--- src/rtl/pipeline_sequencer_pkg.sv ---
// rtl/pipeline_sequencer_pkg.sv - shared types and constants for the pipeline sequencer
package pipeline_sequencer_pkg;

   typedef enum logic [2:0] {
      ST_IDLE,
      ST_LOAD,
      ST_FLUSH,
      ST_RUN,
      ST_STEP_WAIT,
      ST_STEP_EXEC,
      ST_HALTED
   } state_t;

   typedef enum logic {
      MODE_RUN,
      MODE_STEP
   } mode_t;

   localparam logic [1:0] CMD_LOAD = 2'b00;
   localparam logic [1:0] CMD_RUN  = 2'b01;
   localparam logic [1:0] CMD_STEP = 2'b10;

   localparam logic [5:0] HALT_OP_DEFAULT = 6'b111111;

endpackage

--- src/rtl/pipeline_sequencer_if.sv ---
// rtl/pipeline_sequencer_if.sv - host command/byte, imem write and pipeline control bundle
interface pipeline_sequencer_if #(
   parameter int NB_DATA = 32,
   parameter int NB_ADDR = 10,
   parameter int NB_BYTE = 8
);
   logic               cmd_valid;
   logic [1:0]         cmd_code;
   logic               cmd_ready;
   logic               abort;
   logic [NB_BYTE-1:0] rx_byte;
   logic               rx_valid;
   logic               halt_wb;
   logic               imem_wr_en;
   logic [NB_ADDR-1:0] imem_wr_addr;
   logic [NB_DATA-1:0] imem_wr_data;
   logic               pipe_enable;
   logic               pipe_flush;
   logic [31:0]        cycle_count;
   logic               busy;
   logic               done;

   modport master (
      output cmd_valid, cmd_code, abort, rx_byte, rx_valid, halt_wb,
      input  cmd_ready, imem_wr_en, imem_wr_addr, imem_wr_data,
      input  pipe_enable, pipe_flush, cycle_count, busy, done
   );

   modport slave (
      input  cmd_valid, cmd_code, abort, rx_byte, rx_valid, halt_wb,
      output cmd_ready, imem_wr_en, imem_wr_addr, imem_wr_data,
      output pipe_enable, pipe_flush, cycle_count, busy, done
   );
endinterface

--- src/rtl/pipeline_sequencer_word_assembler.sv ---
// rtl/pipeline_sequencer_word_assembler.sv - MSB-first byte-to-word packer
module word_assembler #(
   parameter int NB_DATA = 32,
   parameter int NB_BYTE = 8
) (
   input  logic               clock,
   input  logic               reset,
   input  logic               clear,
   input  logic               byte_valid,
   input  logic [NB_BYTE-1:0] byte_in,
   output logic               word_valid,
   output logic [NB_DATA-1:0] word
);
   localparam int N_BYTES = NB_DATA / NB_BYTE;
   localparam int NB_CNT  = $clog2(N_BYTES);

   logic [NB_CNT-1:0]          byte_cnt;
   logic [NB_DATA-NB_BYTE-1:0] shift;

   // The final byte completes the word combinationally so the write can register on the same edge.
   assign word_valid = byte_valid && (byte_cnt == NB_CNT'(N_BYTES - 1));
   assign word       = {shift, byte_in};

   always_ff @(posedge clock or negedge reset) begin
      if (!reset) begin
         byte_cnt <= '0;
         shift    <= '0;
      end else if (clear) begin
         byte_cnt <= '0;
      end else if (byte_valid) begin
         shift    <= word[NB_DATA-NB_BYTE-1:0];
         byte_cnt <= word_valid ? '0 : byte_cnt + 1'b1;
      end
   end
endmodule

--- src/rtl/pipeline_sequencer.sv ---
// rtl/pipeline_sequencer.sv - sequences program load, free-run and single-step of the pipeline
module pipeline_sequencer
   import pipeline_sequencer_pkg::*;
#(
   parameter int         NB_DATA = 32,
   parameter int         NB_OP   = 6,
   parameter int         NB_ADDR = 10,
   parameter int         NB_BYTE = 8,
   parameter logic [5:0] HALT_OP = HALT_OP_DEFAULT
) (
   input logic                 clock,
   input logic                 reset,
   pipeline_sequencer_if.slave bus
);
   state_t             state, next_state;
   mode_t              mode, next_mode;
   logic [NB_ADDR-1:0] addr;
   logic               load_start;
   logic               cmd_fire;
   logic               byte_valid;
   logic               asm_clear;
   logic               word_valid;
   logic [NB_DATA-1:0] word;
   logic               last_word;

   assign bus.cmd_ready = (state == ST_IDLE) || (state == ST_STEP_WAIT) || (state == ST_HALTED);
   assign bus.busy      = (state == ST_LOAD) || (state == ST_FLUSH) ||
                          (state == ST_RUN)  || (state == ST_STEP_EXEC);
   assign bus.done      = (state == ST_HALTED);

   assign cmd_fire   = bus.cmd_valid && bus.cmd_ready;
   assign byte_valid = bus.rx_valid && (state == ST_LOAD) && !bus.abort;
   // Leaving LOAD for any reason throws away a partially assembled word.
   assign asm_clear  = (state != ST_LOAD) || bus.abort;
   assign last_word  = word_valid &&
                       ((word[NB_DATA-1 -: NB_OP] == NB_OP'(HALT_OP)) || (addr == '1));

   word_assembler #(
      .NB_DATA (NB_DATA),
      .NB_BYTE (NB_BYTE)
   ) u_word_assembler (
      .clock      (clock),
      .reset      (reset),
      .clear      (asm_clear),
      .byte_valid (byte_valid),
      .byte_in    (bus.rx_byte),
      .word_valid (word_valid),
      .word       (word)
   );

   always_comb begin
      next_state = state;
      next_mode  = mode;
      load_start = 1'b0;
      if (bus.abort) begin
         next_state = ST_IDLE;
      end else begin
         case (state)
            ST_IDLE, ST_HALTED: begin
               if (cmd_fire) begin
                  case (bus.cmd_code)
                     CMD_LOAD: begin
                        next_state = ST_LOAD;
                        load_start = 1'b1;
                     end
                     CMD_RUN: begin
                        next_state = ST_FLUSH;
                        next_mode  = MODE_RUN;
                     end
                     CMD_STEP: begin
                        next_state = ST_FLUSH;
                        next_mode  = MODE_STEP;
                     end
                     default: ;
                  endcase
               end
            end
            ST_LOAD: begin
               if (last_word) next_state = ST_IDLE;
            end
            ST_FLUSH: begin
               next_state = (mode == MODE_RUN) ? ST_RUN : ST_STEP_WAIT;
            end
            ST_RUN: begin
               if (bus.halt_wb && bus.pipe_enable) next_state = ST_HALTED;
            end
            ST_STEP_WAIT: begin
               if (cmd_fire) begin
                  case (bus.cmd_code)
                     CMD_LOAD: begin
                        next_state = ST_LOAD;
                        load_start = 1'b1;
                     end
                     CMD_RUN:  next_state = ST_RUN;
                     CMD_STEP: next_state = ST_STEP_EXEC;
                     default: ;
                  endcase
               end
            end
            ST_STEP_EXEC: begin
               next_state = (bus.halt_wb && bus.pipe_enable) ? ST_HALTED : ST_STEP_WAIT;
            end
            default: next_state = ST_IDLE;
         endcase
      end
   end

   always_ff @(posedge clock or negedge reset) begin
      if (!reset) begin
         state            <= ST_IDLE;
         mode             <= MODE_RUN;
         addr             <= '0;
         bus.imem_wr_en   <= 1'b0;
         bus.imem_wr_addr <= '0;
         bus.imem_wr_data <= '0;
         bus.pipe_enable  <= 1'b0;
         bus.pipe_flush   <= 1'b0;
         bus.cycle_count  <= '0;
      end else begin
         state          <= next_state;
         mode           <= next_mode;
         bus.imem_wr_en <= word_valid;
         if (word_valid) begin
            bus.imem_wr_addr <= addr;
            bus.imem_wr_data <= word;
         end
         // The address parks at the top slot instead of wrapping onto address 0.
         if (load_start)
            addr <= '0;
         else if (word_valid && (addr != '1))
            addr <= addr + 1'b1;
         bus.pipe_enable <= (next_state == ST_RUN) || (next_state == ST_STEP_EXEC);
         bus.pipe_flush  <= (next_state == ST_FLUSH);
         if (next_state == ST_FLUSH)
            bus.cycle_count <= '0;
         else if (bus.pipe_enable && (bus.cycle_count != '1))
            bus.cycle_count <= bus.cycle_count + 1'b1;
      end
   end
endmodule
--- src/flat_wrapper.sv ---
// flat-port wrapper written by rule: the top's interface ports become plain ports
module pipeline_sequencer_flat import pipeline_sequencer_pkg::*;
#(
   parameter int         NB_DATA = 32,
   parameter int         NB_OP   = 6,
   parameter int         NB_ADDR = 10,
   parameter int         NB_BYTE = 8,
   parameter logic [5:0] HALT_OP = HALT_OP_DEFAULT
)
  (clock, reset, bus_cmd_valid, bus_cmd_code, bus_abort, bus_rx_byte, bus_rx_valid, bus_halt_wb, bus_cmd_ready, bus_imem_wr_en, bus_imem_wr_addr, bus_imem_wr_data, bus_pipe_enable, bus_pipe_flush, bus_cycle_count, bus_busy, bus_done);
  pipeline_sequencer_if #(.NB_DATA(NB_DATA), .NB_ADDR(NB_ADDR), .NB_BYTE(NB_BYTE)) bus_i ();
  input logic clock;
  input logic reset;
  input wire logic [$bits(bus_i.cmd_valid)-1:0] bus_cmd_valid;
  input wire logic [$bits(bus_i.cmd_code)-1:0] bus_cmd_code;
  input wire logic [$bits(bus_i.abort)-1:0] bus_abort;
  input wire logic [$bits(bus_i.rx_byte)-1:0] bus_rx_byte;
  input wire logic [$bits(bus_i.rx_valid)-1:0] bus_rx_valid;
  input wire logic [$bits(bus_i.halt_wb)-1:0] bus_halt_wb;
  output wire logic [$bits(bus_i.cmd_ready)-1:0] bus_cmd_ready;
  output wire logic [$bits(bus_i.imem_wr_en)-1:0] bus_imem_wr_en;
  output wire logic [$bits(bus_i.imem_wr_addr)-1:0] bus_imem_wr_addr;
  output wire logic [$bits(bus_i.imem_wr_data)-1:0] bus_imem_wr_data;
  output wire logic [$bits(bus_i.pipe_enable)-1:0] bus_pipe_enable;
  output wire logic [$bits(bus_i.pipe_flush)-1:0] bus_pipe_flush;
  output wire logic [$bits(bus_i.cycle_count)-1:0] bus_cycle_count;
  output wire logic [$bits(bus_i.busy)-1:0] bus_busy;
  output wire logic [$bits(bus_i.done)-1:0] bus_done;
  assign bus_i.cmd_valid = bus_cmd_valid;
  assign bus_i.cmd_code = bus_cmd_code;
  assign bus_i.abort = bus_abort;
  assign bus_i.rx_byte = bus_rx_byte;
  assign bus_i.rx_valid = bus_rx_valid;
  assign bus_i.halt_wb = bus_halt_wb;
  assign bus_cmd_ready = bus_i.cmd_ready;
  assign bus_imem_wr_en = bus_i.imem_wr_en;
  assign bus_imem_wr_addr = bus_i.imem_wr_addr;
  assign bus_imem_wr_data = bus_i.imem_wr_data;
  assign bus_pipe_enable = bus_i.pipe_enable;
  assign bus_pipe_flush = bus_i.pipe_flush;
  assign bus_cycle_count = bus_i.cycle_count;
  assign bus_busy = bus_i.busy;
  assign bus_done = bus_i.done;
  pipeline_sequencer #(.NB_DATA(NB_DATA), .NB_OP(NB_OP), .NB_ADDR(NB_ADDR), .NB_BYTE(NB_BYTE), .HALT_OP(HALT_OP)) u_core (.clock(clock), .reset(reset), .bus(bus_i));
endmodule
--- config.mk ---
export PLATFORM = sky130hd
export DESIGN_NAME = pipeline_sequencer_flat
export DESIGN_NICKNAME = d
export VERILOG_FILES = /design/src/rtl/pipeline_sequencer_pkg.sv /design/src/rtl/pipeline_sequencer_if.sv /design/src/rtl/pipeline_sequencer_word_assembler.sv /design/src/rtl/pipeline_sequencer.sv /design/src/flat_wrapper.sv
export SDC_FILE = /design/constraint.sdc
export NUM_CORES = 1
export LEC_CHECK = 0
export BUFFER_PORTS_ARGS = -buffer_cell sky130_fd_sc_hd__buf_2
export CELL_PAD_IN_SITES_DETAIL_PLACEMENT = 1
export CELL_PAD_IN_SITES_GLOBAL_PLACEMENT = 2
export CORE_UTILIZATION = 36
export CTS_BUF_LIST = sky130_fd_sc_hd__clkbuf_8
export DETAILED_ROUTE_END_ITERATION = 7
export PLACE_DENSITY = 0.81
export REMOVE_ABC_BUFFERS = 1
export SLEW_MARGIN = 20
export SYNTH_ARGS = -nofsm -noshare
export SYNTH_HDL_FRONTEND = slang
export SYNTH_SLANG_ARGS = --single-unit
--- constraint.sdc ---
create_clock -name clock -period 2.7 [get_ports clock]
set_input_delay 0.54 -clock clock [delete_from_list [all_inputs] [get_ports clock]]
set_output_delay 0.54 -clock clock [all_outputs]
set_load 0.005 [all_outputs]
-- Word level (Yosys, flattened, before mapping)
Cells that the tools add are included.
- eq/ne operators: 17
- bitwise operators: 2
- multiplexer cells: 22
- reduce and logical (&&, ||, !) cells: 28
- $add $sub $neg: 3
- operators by type and width (operator ; count):
    $mux W32 ; 2
    $add A32 B1 Y32 const B ; 1
    $ne A32 B32 Y1 const B ; 1
    $mux W10 ; 2
    $mux W3 ; 6
    $pmux W3 S6 ; 1
    $eq A3 B2 Y1 const B ; 4
    $eq A3 B3 Y1 const B ; 4
    $add A10 B1 Y10 const B ; 1
    $eq A10 B10 Y1 const B ; 1
    $ne A10 B10 Y1 const B ; 1
    $pmux W3 S3 ; 1
    $logic_and A1 B1 Y1 ; 8
    $logic_or A1 B1 Y1 ; 8
    $mux W2 ; 4
    $reduce_bool A2 Y1 ; 4
    $eq A6 B6 Y1 const B ; 1
    $pmux W3 S2 ; 1
    $eq A2 B2 Y1 const B ; 2
    $mux W1 ; 4
    $reduce_and A4 Y1 ; 1
    $reduce_or A2 Y1 ; 2
    $eq A3 B1 Y1 const B ; 1
    $logic_not A3 Y1 ; 1
    other kinds (9) ; 10
- register bits: 117
- logic and storage cells: 83
- output and inout bits: 80
- bits of input ports: 16

-- Logic depth before layout (Yosys ltp)
- depth in word-level cells: 10
- depth in mapped cells: 8
- depth with buffers taken out: 7

-- Modules after synthesis
From an unflattened synthesis, not the netlist that was laid out.
- cell total of the unflattened synthesis: 471
- area total of the unflattened synthesis: 5525.3 um^2
- by module, submodules not included (module ; cells an instance ; times used ; seq. area each (um^2) ; area each (um^2)):
    pipeline_sequencer ; 402 ; 1 ; 2277.2 ; 4351.7
    word_assembler ; 69 ; 1 ; 650.6 ; 1173.6

-- Worst setup path after synthesis
No wires, ideal clock.
- path type: in2reg
- from: input bus_cmd_code[0]
- to: register u_core.bus.cycle_count[0]
- path buffers: 1
- data required time: 2568 ps
- stages on the path: 8
- arrival: 1973 ps
- path slack: 595 ps
- setup time: 132 ps
- path through: inv_1 > ha_1 > or2_2 > a2bb2oi_1 > nand4_1 > a21oi_1 > clkbuf_1 > nor2_1
- cells in the longest elaborated chain, start to end: 8
- elaborated cells on any way between the ends: 13
- classes of those cells: eq/ne: 3; mux: 7; reduce/logical: 3
- RTL lines (what ; RTL line ; text):
    start: declaration ; flat_wrapper.sv:15 ; input wire logic [$bits(bus_i.cmd_code)-1:0] bus_cmd_code;
    $eq A2 B1 Y1 / $eq A2 B2 Y1 (equally long branches) ; pipeline_sequencer.sv:61, pipeline_sequencer.sv:89 ;
    $reduce_or A2 Y1 (no source line) ; - ;
    $pmux W3 S2 ; pipeline_sequencer.sv:61 ; case (bus.cmd_code)
    $mux W3 ; pipeline_sequencer.sv:60 ; if (cmd_fire) begin
    $pmux W3 S6 * ; pipeline_sequencer.sv:58 ; case (state)
    $mux W3 * ; pipeline_sequencer.sv:55 ; if (bus.abort) begin
    $eq A3 B2 Y1 * ; pipeline_sequencer.sv:134 ; if (next_state == ST_FLUSH)
    $mux W32 / $reduce_bool A2 Y1 (equally long branches) ; - ;
    end signal: assignment ; pipeline_sequencer.sv:137 ; bus.cycle_count <= bus.cycle_count + 1'b1;
    end: declaration ; pipeline_sequencer_if.sv:32 ; output pipe_enable, pipe_flush, cycle_count, busy, done
Mark *: on every way between the ends. The rest lies on a longest branch, timed or not.
A chain may end at the register's enable or synchronous reset.

-- Worst setup path in the final report
- from: register u_core.bus.cycle_count[26]
- to: register u_core.bus.cycle_count[1]
- cells in the longest elaborated chain, start to end: 3
- RTL lines (what ; RTL line ; text):
    $ne A32 B32 Y1 ; pipeline_sequencer.sv:136 ; else if (bus.pipe_enable && (bus.cycle_count != '1))
    $logic_and A1 B1 Y1 ; pipeline_sequencer.sv:136 ;
    $reduce_bool A2 Y1 (no source line) ; - ;
Every way passes these cells.

==> summary.md <==
The worst setup path is captured at a register. In this run the most critical hold path is launched from bus_rx_byte[0]. The startpoint identified for the worst register-to-register timing path is u_core.bus.cycle_count[26]$_DFFE_PN0P_. The run gives 4855 as the via count of the first global-routing pass.

Among all stages on the critical path, the largest delay is contributed by or4_4. The normalized max-slew margin was 0.561; the wire length per cell after detailed routing was 16.6 microns. Die width: 126 microns. The floorplan step defined a die boundary enclosing 15800 sq um. For the worst setup path, the data required time is 3.03 ns. Counting flops and latches in the post-synthesis netlist gives 117. The routability-driven placement congestion ratio was 0.842; the arrival time of the worst setup path was 2.60 ns.

Buffers inserted during clock tree synthesis total 17. The flow ran to the end, and the final reports show no timing, DRC or antenna violations. Across all register-to-register paths, the minimum setup slack is 0.43 ns.

Global routing finished with a remaining overflow of 0. The worst hold path terminates at u_core.bus.imem_wr_data[0]$_DFFE_PN0P_. The tools report the endpoint of the worst-slack reg-to-reg timing path as u_core.bus.cycle_count[1]$_DFFE_PN0P_. The share of synthesized area spent on multiplexers came out at 0.0621. The pre-antenna-repair detailed-routing pass consisted of 4 iterations. Walking the worst path, the cells encountered are nand4_2 -> or4_4 -> o31ai_4 -> mux2i_1 -> nor2_1.

The worst min-delay path class is input pin to register. The tools report the utilization after layout as 0.458. The cell area that synthesis handed to floorplanning was 5520 sq um. Proportion of register bits with asynchronous set or reset after synthesis: 1.00.

After detailed routing, the number of remaining DRC violations is 0. The tools report the gate count of the mapped netlist as 571. The tools report the number of antenna violations at the first check in global routing as 0. The setup slack after layout was 0.428 ns. The final clock period utilization by the worst path works out to 0.842.

The global router's overall resource usage was 0.196; the number of enable flip-flop cells after synthesis was 0. The time the worst path needs with I/O delays and setup was 2.27 ns; the worst-case setup slack after placement was 0.374 ns. The initial standard-cell utilization of the core was 0.374. The worst hold path passes through 3 cells.

The global-route wire length before repair is 24400 microns, and the transition time at the pin with the least slew margin is 0.654 ns. The count of input and output buffers is 95. The number of antenna diodes in the final layout is 0. The tools report the number of sinks handled by clock tree synthesis as 117. The post-synthesis share of cell area spent on and, or, nand and nor gates came out at 0.255.

The tools report the number of maximum-capacitance constraint violations as 0. The die height was 126 microns; the maximum frequency from static timing analysis was 440 MHz. The critical path class is register to register. After legalization and detailed placement, the total HPWL measured 9870 microns.

TritonCTS built the clock tree. The main flop type after synthesis was dfrtp_1. The clock reaches the later pin of the worst-skew pair after 0.44 ns. Number of cells traversed by the worst register-to-register path: 5. The longest individual stage delay on the worst path is 0.64 ns.

Main combinational cell family by area after synthesis: simple AND/OR/NAND/NOR gates. The H-tree generated during clock tree synthesis spans 4 levels. The deepest clock path buffer count came out at 2. The maximum resistive drop on vdd was 0.310 mV; the maximum net fanout on the critical path was 11. Tracing the worst setup path back leads to its startpoint at u_core.bus.cycle_count[26]$_DFFE_PN0P_. STA classifies the critical path startpoint as a register. Entering global routing, the biggest net connects 69 pins. The compound-gate portion of the synthesized area was 0.0813; the count of filler cells inserted in the layout was 1710. The tools report the count of final setup violators as 0.

The initialized floorplan defines 44 standard-cell rows. The region available for standard cell placement spans 14800 sq um. Setup repair after global routing left no endpoint under its margin. The number of pins with negative max-slew slack in the final report is 0, and the number of gates resized after CTS is 0.

The number of synthesis warnings was 0. The worst-case clock skew came out at 0.0124 ns. After clock tree synthesis, the clock-pin slew on the worst setup and hold paths is 0.08 ns. The detailed router finished its first iteration with 203 violations. The number of different library cells used by synthesis comes to 58. The number of buffers added to fix hold violations after cts was 1; the routed wire length was 14500 microns. The xor/xnor cell area share of the yosys netlist works out to 0.0270. Dividing the detail-routed via count by the number of cells gives 5.24. The adder-cell share of the synthesized area is 0.0159, and the ratio of cells with drive above 1 in the final layout is 0.262. The detail route stage leaves a number of antenna-violating nets equal to 0. The logs give 96 for the number of primary I/O pins and 698 for the final layout net count. The power per unit of standard cell area works out to 714 nW/um^2. The tools report the cell at the root of the clock tree as clkbuf_8. The sequential fraction of the synthesis area is 0.530.

The final number of hold-violating endpoints was 0. The routed layout has 4565 vias. The analysis attributes to cell leakage a power of 3.39 nW. The signed area change from the synthesized netlist to the final layout came out at 22.4%. The total setup buffers inserted after CTS was 0. The average cell area after synthesis came out at 9.67 sq um.
==> per-layer routing <==
layer,routed length (microns),global-route usage,part of all wire
met2,6760,0.313,0.47
met5,0,0,0
met3,742,0.0565,0.051
met4,188,0.0765,0.013
met1,6790,0.250,0.47
==> logic make-up after synthesis <==
family          Yosys count
xor+xnor                 17
flops                   117
buf+inv                  37
simple gates            293
mux                      31
compound gates           69
fa+ha+maj                 7
==> area by class of cell <==
cell class | count | area [sq um] | share of cell area
Clock inverter | 14 | 233 | 0.0344
Tap cell | 184 | 230 | 0.0340
Timing Repair Buffer | 110 | 631 | 0.0933
Sequential cell | 117 | 2930 | 0.433
Clock buffer | 18 | 248 | 0.0366
Inverter | 12 | 45.0 | 0.00666
Multi-Input combinational cell | 417 | 2450 | 0.362
==> cells in the final DEF (no fill, tap or decap), types with 4 or more instances in the layout <==
cell type    n
nand2b_1     4
nor4_1       7
mux2i_1      5
nand3_1     21
nor3_1      11
a31oi_1      4
inv_1       12
and3_1       7
nand2_1    149
mux2_2      26
bufinv_16    6
o21ai_1      5
ha_1         7
o21ai_0     16
buf_4       12
and2_1       5
xor2_1       6
nand4_1     10
buf_2       94
nor3b_1      4
or3_1       13
nor2_1      31
nor2b_1      6
dfrtp_1    117
and4_1       8
clkbuf_8    18
xnor2_1     11
a21oi_1     19
==> metrics by stage <==
step | instance area [sq um] | power, mW | std cells | hold slack (ns) | TNS (ns)
2_1_floorplan | 5410 | 2.59 | 546 | 0.244 | -18.56
3_3_place_gp | 6270 | 2.87 | 839 | 0.440 | 0
3_5_place_dp | 6270 | 2.91 | 839 | 0.445 | 0
4_1_cts | 6760 | 4.89 | 872 | 0.276 | 0
5_1_grt | 6760 | 5.06 | 872 | 0.294 | 0
6_report | 6760 | 4.83 | 872 | 0.298 | 0
==> report_power, final <==
group	leakage [nW]	total, mW	internal [mW]	switching (mW)
Clock	0.244	1.96	1.21	0.751
Sequential	1.59	2.24	2.00	0.243
Combinational	1.56	0.621	0.328	0.293
Total	3.39	4.83	3.54	1.29
==> synth_stat cells (all sizes together), types with 3 or more instances <==
master	n	area share
or2	3	0.0034
nor3	12	0.013
nor2b	6	0.0068
mux2	26	0.053
nand4	11	0.014
mux2i	5	0.0091
nand2b	4	0.0045
and2	5	0.0057
nor4b	3	0.0048
o21ai	21	0.019
buf	11	0.011
a21oi	20	0.018
o31ai	3	0.0066
xnor2	11	0.017
nand3	22	0.020
nor4	8	0.010
nor3b	4	0.0054
nand2	149	0.10
ha	7	0.016
inv	11	0.0075
and4	8	0.013
or4	4	0.0061
or3	13	0.015
clkbuf	14	0.0095
nor2	31	0.021
and3	8	0.0093
dfrtp	117	0.53
a31oi	4	0.0045
o2111ai	3	0.0048
xor2	6	0.0095
==> flip-flops by register name, summed over array words and instances (netlist names) <==
register / cells
u_core.addr: 10
u_core.bus.cycle_count: 32
u_core.bus.imem_wr_addr: 10
u_core.bus.imem_wr_data: 32
u_core.bus.imem_wr_en: 1
u_core.bus.pipe_enable: 1
u_core.bus.pipe_flush: 1
u_core.mode: 1
u_core.state: 3
u_core.u_word_assembler.byte_cnt: 2
u_core.u_word_assembler.shift: 24
==> worst max-delay path by stage <==
stage | to | slack (ns) | cells past startpoint
floorplan | u_core.bus.pipe_enable$_DFF_PN0_ | -0.70 | 6
global placement | u_core.addr[5]$_DFFE_PN0P_ | 0.44 | 6
detailed placement | u_core.bus.pipe_enable$_DFF_PN0_ | 0.37 | 7
CTS | u_core.bus.cycle_count[1]$_DFFE_PN0P_ | 0.40 | 6
global route | u_core.addr[7]$_DFFE_PN0P_ | 0.29 | 4
finish | u_core.bus.cycle_count[1]$_DFFE_PN0P_ | 0.43 | 5
==> worst max-delay path: cells and delay by family (launching register included) <==
| kind | cells | cell delay, ns |
|---|---|---|
| mux | 1 | 0.25 |
| flops | 1 | 0.45 |
| simple gates | 3 | 0.89 |
| compound gates | 1 | 0.56 |
(Power assumes the default switching activity.)
